==> src/rtl/button_event_gen.sv <==
// button_event_gen: turns a debounced active-high button level into
// single-cycle press / release / auto-repeat events plus a held-level flag.
// All outputs are registered; event latency from the input change is one cycle.
module button_event_gen #(
  parameter int unsigned HOLD_CYCLES   = 12500000,
  parameter int unsigned REPEAT_CYCLES = 2500000
) (
  input  logic i_Clk,
  input  logic i_Rst,
  input  logic i_Switch,
  output logic o_Press,
  output logic o_Release,
  output logic o_Repeat,
  output logic o_Fire,
  output logic o_Held
);

  localparam int unsigned MAX_CYCLES =
    (HOLD_CYCLES > REPEAT_CYCLES) ? HOLD_CYCLES : REPEAT_CYCLES;
  localparam int unsigned CNT_W = ($clog2(MAX_CYCLES) < 1) ? 1 : $clog2(MAX_CYCLES);
  localparam logic [CNT_W-1:0] HOLD_LAST   = CNT_W'(HOLD_CYCLES - 1);
  localparam logic [CNT_W-1:0] REPEAT_LAST = CNT_W'(REPEAT_CYCLES - 1);
  localparam logic [CNT_W-1:0] CNT_ONE     = CNT_W'(1);

  typedef enum logic [1:0] {
    WAIT_LOW = 2'd0,
    IDLE     = 2'd1,
    PRESSED  = 2'd2,
    REPEAT   = 2'd3
  } state_t;

  state_t           state_q, state_d;
  logic [CNT_W-1:0] cnt_q, cnt_d;
  logic             press_q, press_d;
  logic             release_q, release_d;
  logic             repeat_q, repeat_d;
  logic             fire_q, fire_d;
  logic             held_q, held_d;

  // Next-state and next-output logic; release is checked before any
  // threshold so a simultaneous release suppresses the repeat.
  always_comb begin
    state_d   = state_q;
    cnt_d     = cnt_q;
    press_d   = 1'b0;
    release_d = 1'b0;
    repeat_d  = 1'b0;
    held_d    = held_q;

    case (state_q)
      WAIT_LOW: begin
        // A button already held when reset ends must be seen low first.
        if (!i_Switch) begin
          state_d = IDLE;
        end
      end

      IDLE: begin
        if (i_Switch) begin
          state_d = PRESSED;
          cnt_d   = '0;
          press_d = 1'b1;
        end
      end

      PRESSED: begin
        if (!i_Switch) begin
          state_d   = IDLE;
          cnt_d     = '0;
          release_d = 1'b1;
          held_d    = 1'b0;
        end else if (cnt_q == HOLD_LAST) begin
          state_d  = REPEAT;
          cnt_d    = '0;
          repeat_d = 1'b1;
          held_d   = 1'b1;
        end else begin
          cnt_d = cnt_q + CNT_ONE;
        end
      end

      REPEAT: begin
        if (!i_Switch) begin
          state_d   = IDLE;
          cnt_d     = '0;
          release_d = 1'b1;
          held_d    = 1'b0;
        end else if (cnt_q == REPEAT_LAST) begin
          cnt_d    = '0;
          repeat_d = 1'b1;
        end else begin
          cnt_d = cnt_q + CNT_ONE;
        end
      end

      default: begin
        state_d = WAIT_LOW;
        cnt_d   = '0;
        held_d  = 1'b0;
      end
    endcase

    fire_d = press_d | repeat_d;
  end

  // State, counter and registered outputs; reset drops everything without
  // issuing a release.
  always_ff @(posedge i_Clk) begin
    if (i_Rst) begin
      state_q   <= WAIT_LOW;
      cnt_q     <= '0;
      press_q   <= 1'b0;
      release_q <= 1'b0;
      repeat_q  <= 1'b0;
      fire_q    <= 1'b0;
      held_q    <= 1'b0;
    end else begin
      state_q   <= state_d;
      cnt_q     <= cnt_d;
      press_q   <= press_d;
      release_q <= release_d;
      repeat_q  <= repeat_d;
      fire_q    <= fire_d;
      held_q    <= held_d;
    end
  end

  assign o_Press   = press_q;
  assign o_Release = release_q;
  assign o_Repeat  = repeat_q;
  assign o_Fire    = fire_q;
  assign o_Held    = held_q;

endmodule

==> config.mk <==
export PLATFORM = sky130hd
export DESIGN_NAME = button_event_gen
export DESIGN_NICKNAME = d
export VERILOG_FILES = /design/src/rtl/button_event_gen.sv
export SDC_FILE = /design/constraint.sdc
export NUM_CORES = 1
export LEC_CHECK = 0
export BUFFER_PORTS_ARGS = -buffer_cell sky130_fd_sc_hd__buf_2
export CAP_MARGIN = 20
export CORE_UTILIZATION = 60
export DETAILED_ROUTE_END_ITERATION = 10
export GPL_TIMING_DRIVEN = 1
export HOLD_SLACK_MARGIN = 0.06
export PLACE_DENSITY = 0.82
export SYNTH_ARGS = -nofsm -noshare
export SYNTH_HDL_FRONTEND = slang
export SYNTH_SLANG_ARGS = --single-unit
export TNS_END_PERCENT = 5
==> constraint.sdc <==
create_clock -name i_Clk -period 4.7 [get_ports i_Clk]
set_input_delay 0.94 -clock i_Clk [delete_from_list [all_inputs] [get_ports i_Clk]]
set_output_delay 0.94 -clock i_Clk [all_outputs]
set_load 0.01 [all_outputs]
==> metrics.yaml <==
dp_hpwl_um: 2500
routed_wl_um: 3680
rsz0062_at_grt: "no"
clockRootBuffer: "clkbuf_4"
hold_violations: 0
grt_pass1_wl_um: 5770
vias: 1556
ir_worst_vdd_v: 0.000310
post_synth.cell_area_avg_um2: 8.22
fillers: 214
register_area_um2: 621
tns_ps: 0
rows: 18
drv_cap: 0
grt_max_degree: 38
dieHeight_um: 54.2
fin_ws_ps: 2200
cp-end-kind: "flop"
numPortBuffers: 7
crit_type: "reg -> reg"
drt-initial-drc-count: 54
p_switching_mw: 0.207
slew_viol_final: 0
synthArstFlopShare_pct: 0
synthMostInstantiatedCell: "dfxtp_1"
critPathMaxStageDelay_ps: 560
crit_chain: "ha_1 > and4_1 > nand3_2 > o41ai_4 > a211oi_4 > buf_16 > a21o_1 > a22o_1"
multi_input_area_um2: 962
fin_crit_sh_pct: 53.3
place_ws_ps: 1740
drtAntennaViolNets: 0
post_drt_wl_per_cell_um: 15.5
yosysTopAreaCellShare_pct: 37.9
synthTopCellsByCount: "31 x dfxtp_1, 21 x a21oi_1, 20 x nand2_1"
slew_headroom_pct: 34.5
clockBufferDepth: 2
yosysSeqAreaShare_pct: 37.9
final_net_count: 215
cp-start-kind: "flop"
ios: 8
die_w_um: 54.2
finalPower_mw: 0.624
seqPwrFrac_pct: 45.7
antenna_found_initial: 0
postCtsHoldBufs: 0
synth_area_um2: 1640
num_antenna_cells: 0
drc_errors: 0
powerDensity_nw_per_um2: 352
power_frac_comb_pct: 25.6
syn_to_final_growth_pct: 8.49
gp_congestion: 0.853
clock_sinks: 31
firstDrtPassIters: 4
clkTransAtPathRegs_ps: 100
hold_path_class: "reg -> reg"
grtUsageTotal_pct: 28.0
fmax_ghz: 0.399
synthCells: 199
cell_internal_pwr_mw: 0.417
yosysWarnings: 0
cts_setup_buffers: 0
vias_per_cell: 6.54
finalCriticalPeriod_ps: 2500
worst_slew_pin_slew_ps: 979
path_max_fanout: 29
cts_max_level: 2
crit_required_ps: 4940
coreArea_um2: 2520
arrival_ps: 2740
finClkSkew_ps: 11.6
die-area_um2: 2940
fin_area_um2: 1770
setup_violations: 0
grt_pass1_vias: 1329
synth-edff-count: 0
status: "finished clean"
start_util_pct: 64.8
whs_ps: 506
synth_area_leader_cell: "dfxtp_1"
dpl_cell_area_um2: 1680
p_sw_share_pct: 33.2
drive_above_1_share_pct: 10.6
synth_area_leaders: "dfxtp_1 38%, a21oi_1 6.4%, nand3_1 5.5%"
synth_cell_types: 46
cts_tree: "yes"
post_cts_resized: 0
clockPowerShare_pct: 28.8
synth-seq-cells: 31
numCtsBuffers: 5
cpMaxStageDelayCell: "o41ai_4"
grt.overflow.total: 0
cellLeakagePower_nw: 0.640
clk_latency_ps: 350
synthesis.nets: 207
synth_top_flop_cell: "dfxtp_1"
sequential cells by signal (all words and copies together) (netlist names):
signal,count
state_q,2
o_Release,1
o_Press,1
o_Repeat,1
cnt_q,24
o_Held,1
o_Fire,1
final timing paths:
check,start,end,slack (ps),cells past startpoint
worst min register to register,cnt_q[23],cnt_q[23],510,1
worst max register to register,cnt_q[0],cnt_q[4],2200,8
worst min-delay path,cnt_q[23],cnt_q[23],510,1
worst max-delay path,cnt_q[0],cnt_q[4],2200,8
power by group through the flow:
stage	Combinational, mW	Clock, mW	Sequential (mW)
final	0.160	0.180	0.285
after CTS	0.150	0.181	0.285
after global routing	0.175	0.189	0.287
after global placement	0.141	0	0.289
after floorplan	0.109	0	0.290
after detailed placement	0.148	0	0.291
critical path: cells and delay by family (launching register included):
kind                       cells  cell delay (ps)
AOI/OAI and AO/OA              4             1100
and+or+nand+nor                2              460
DFF                            1              400
adders and majority gates      1              220
buffers and inverters          1              220
kinds of logic (layout without fill, tap and decap cells):
kind of cell / Yosys count / count (layout) / synth area share [%]
compound gates: 54 / 54 / 22.2
buf+inv: 13 / 22 / 3.67
simple gates: 92 / 92 / 30.0
fa+ha+maj: 5 / 5 / 3.83
mux: 2 / 2 / 1.30
xor+xnor: 2 / 2 / 1.07
flops: 31 / 31 / 37.9
cell type report:
type	instances	area share (%)
multi-input combinational	155	54.2
sequential	31	35.0
clock buffer	8	3.88
timing repair buffer	8	3.53
tap	30	2.12
inverter	6	1.27
stage by stage:
stage	cells	util, %
after detailed placement	229	66.5
final	238	70.3
after floorplan	199	-
after CTS	237	69.2
after global routing	238	70.3
after global placement	229	66.5
layer usage:
metal	routed length [um]	up-vias	part of all wire (%)	global-route usage, %
met1	1600	732	43	34.8
met2	1780	52	48	44.5
met4	59	0	1.6	15.0
li1	-	764	-	-
met3	243	8	6.6	6.21
met5	0	-	0	0
cell usage in the layout, fill, tap and decap left out, types with 2 or more instances in the layout:
master / Yosys / layout
or3_1: 2 / 2
nand3_1: 18 / 18
and2_1: 3 / 3
and3_1: 6 / 6
clkbuf_4: 0 / 5
dfxtp_1: 31 / 31
nand4_1: 4 / 4
a22o_1: 2 / 2
a31oi_1: 12 / 12
nor3_1: 2 / 2
ha_1: 5 / 5
a41oi_1: 3 / 3
nor4_1: 2 / 2
nand2_1: 20 / 20
nor2_1: 18 / 18
clkbuf_8: 0 / 2
inv_1: 6 / 6
nand2b_1: 4 / 4
xor2_1: 2 / 2
and4_1: 3 / 3
a21oi_1: 21 / 21
o21ai_1: 4 / 4
buf_2: 2 / 7
o21ai_0: 4 / 4
(Power assumes the default switching activity.)
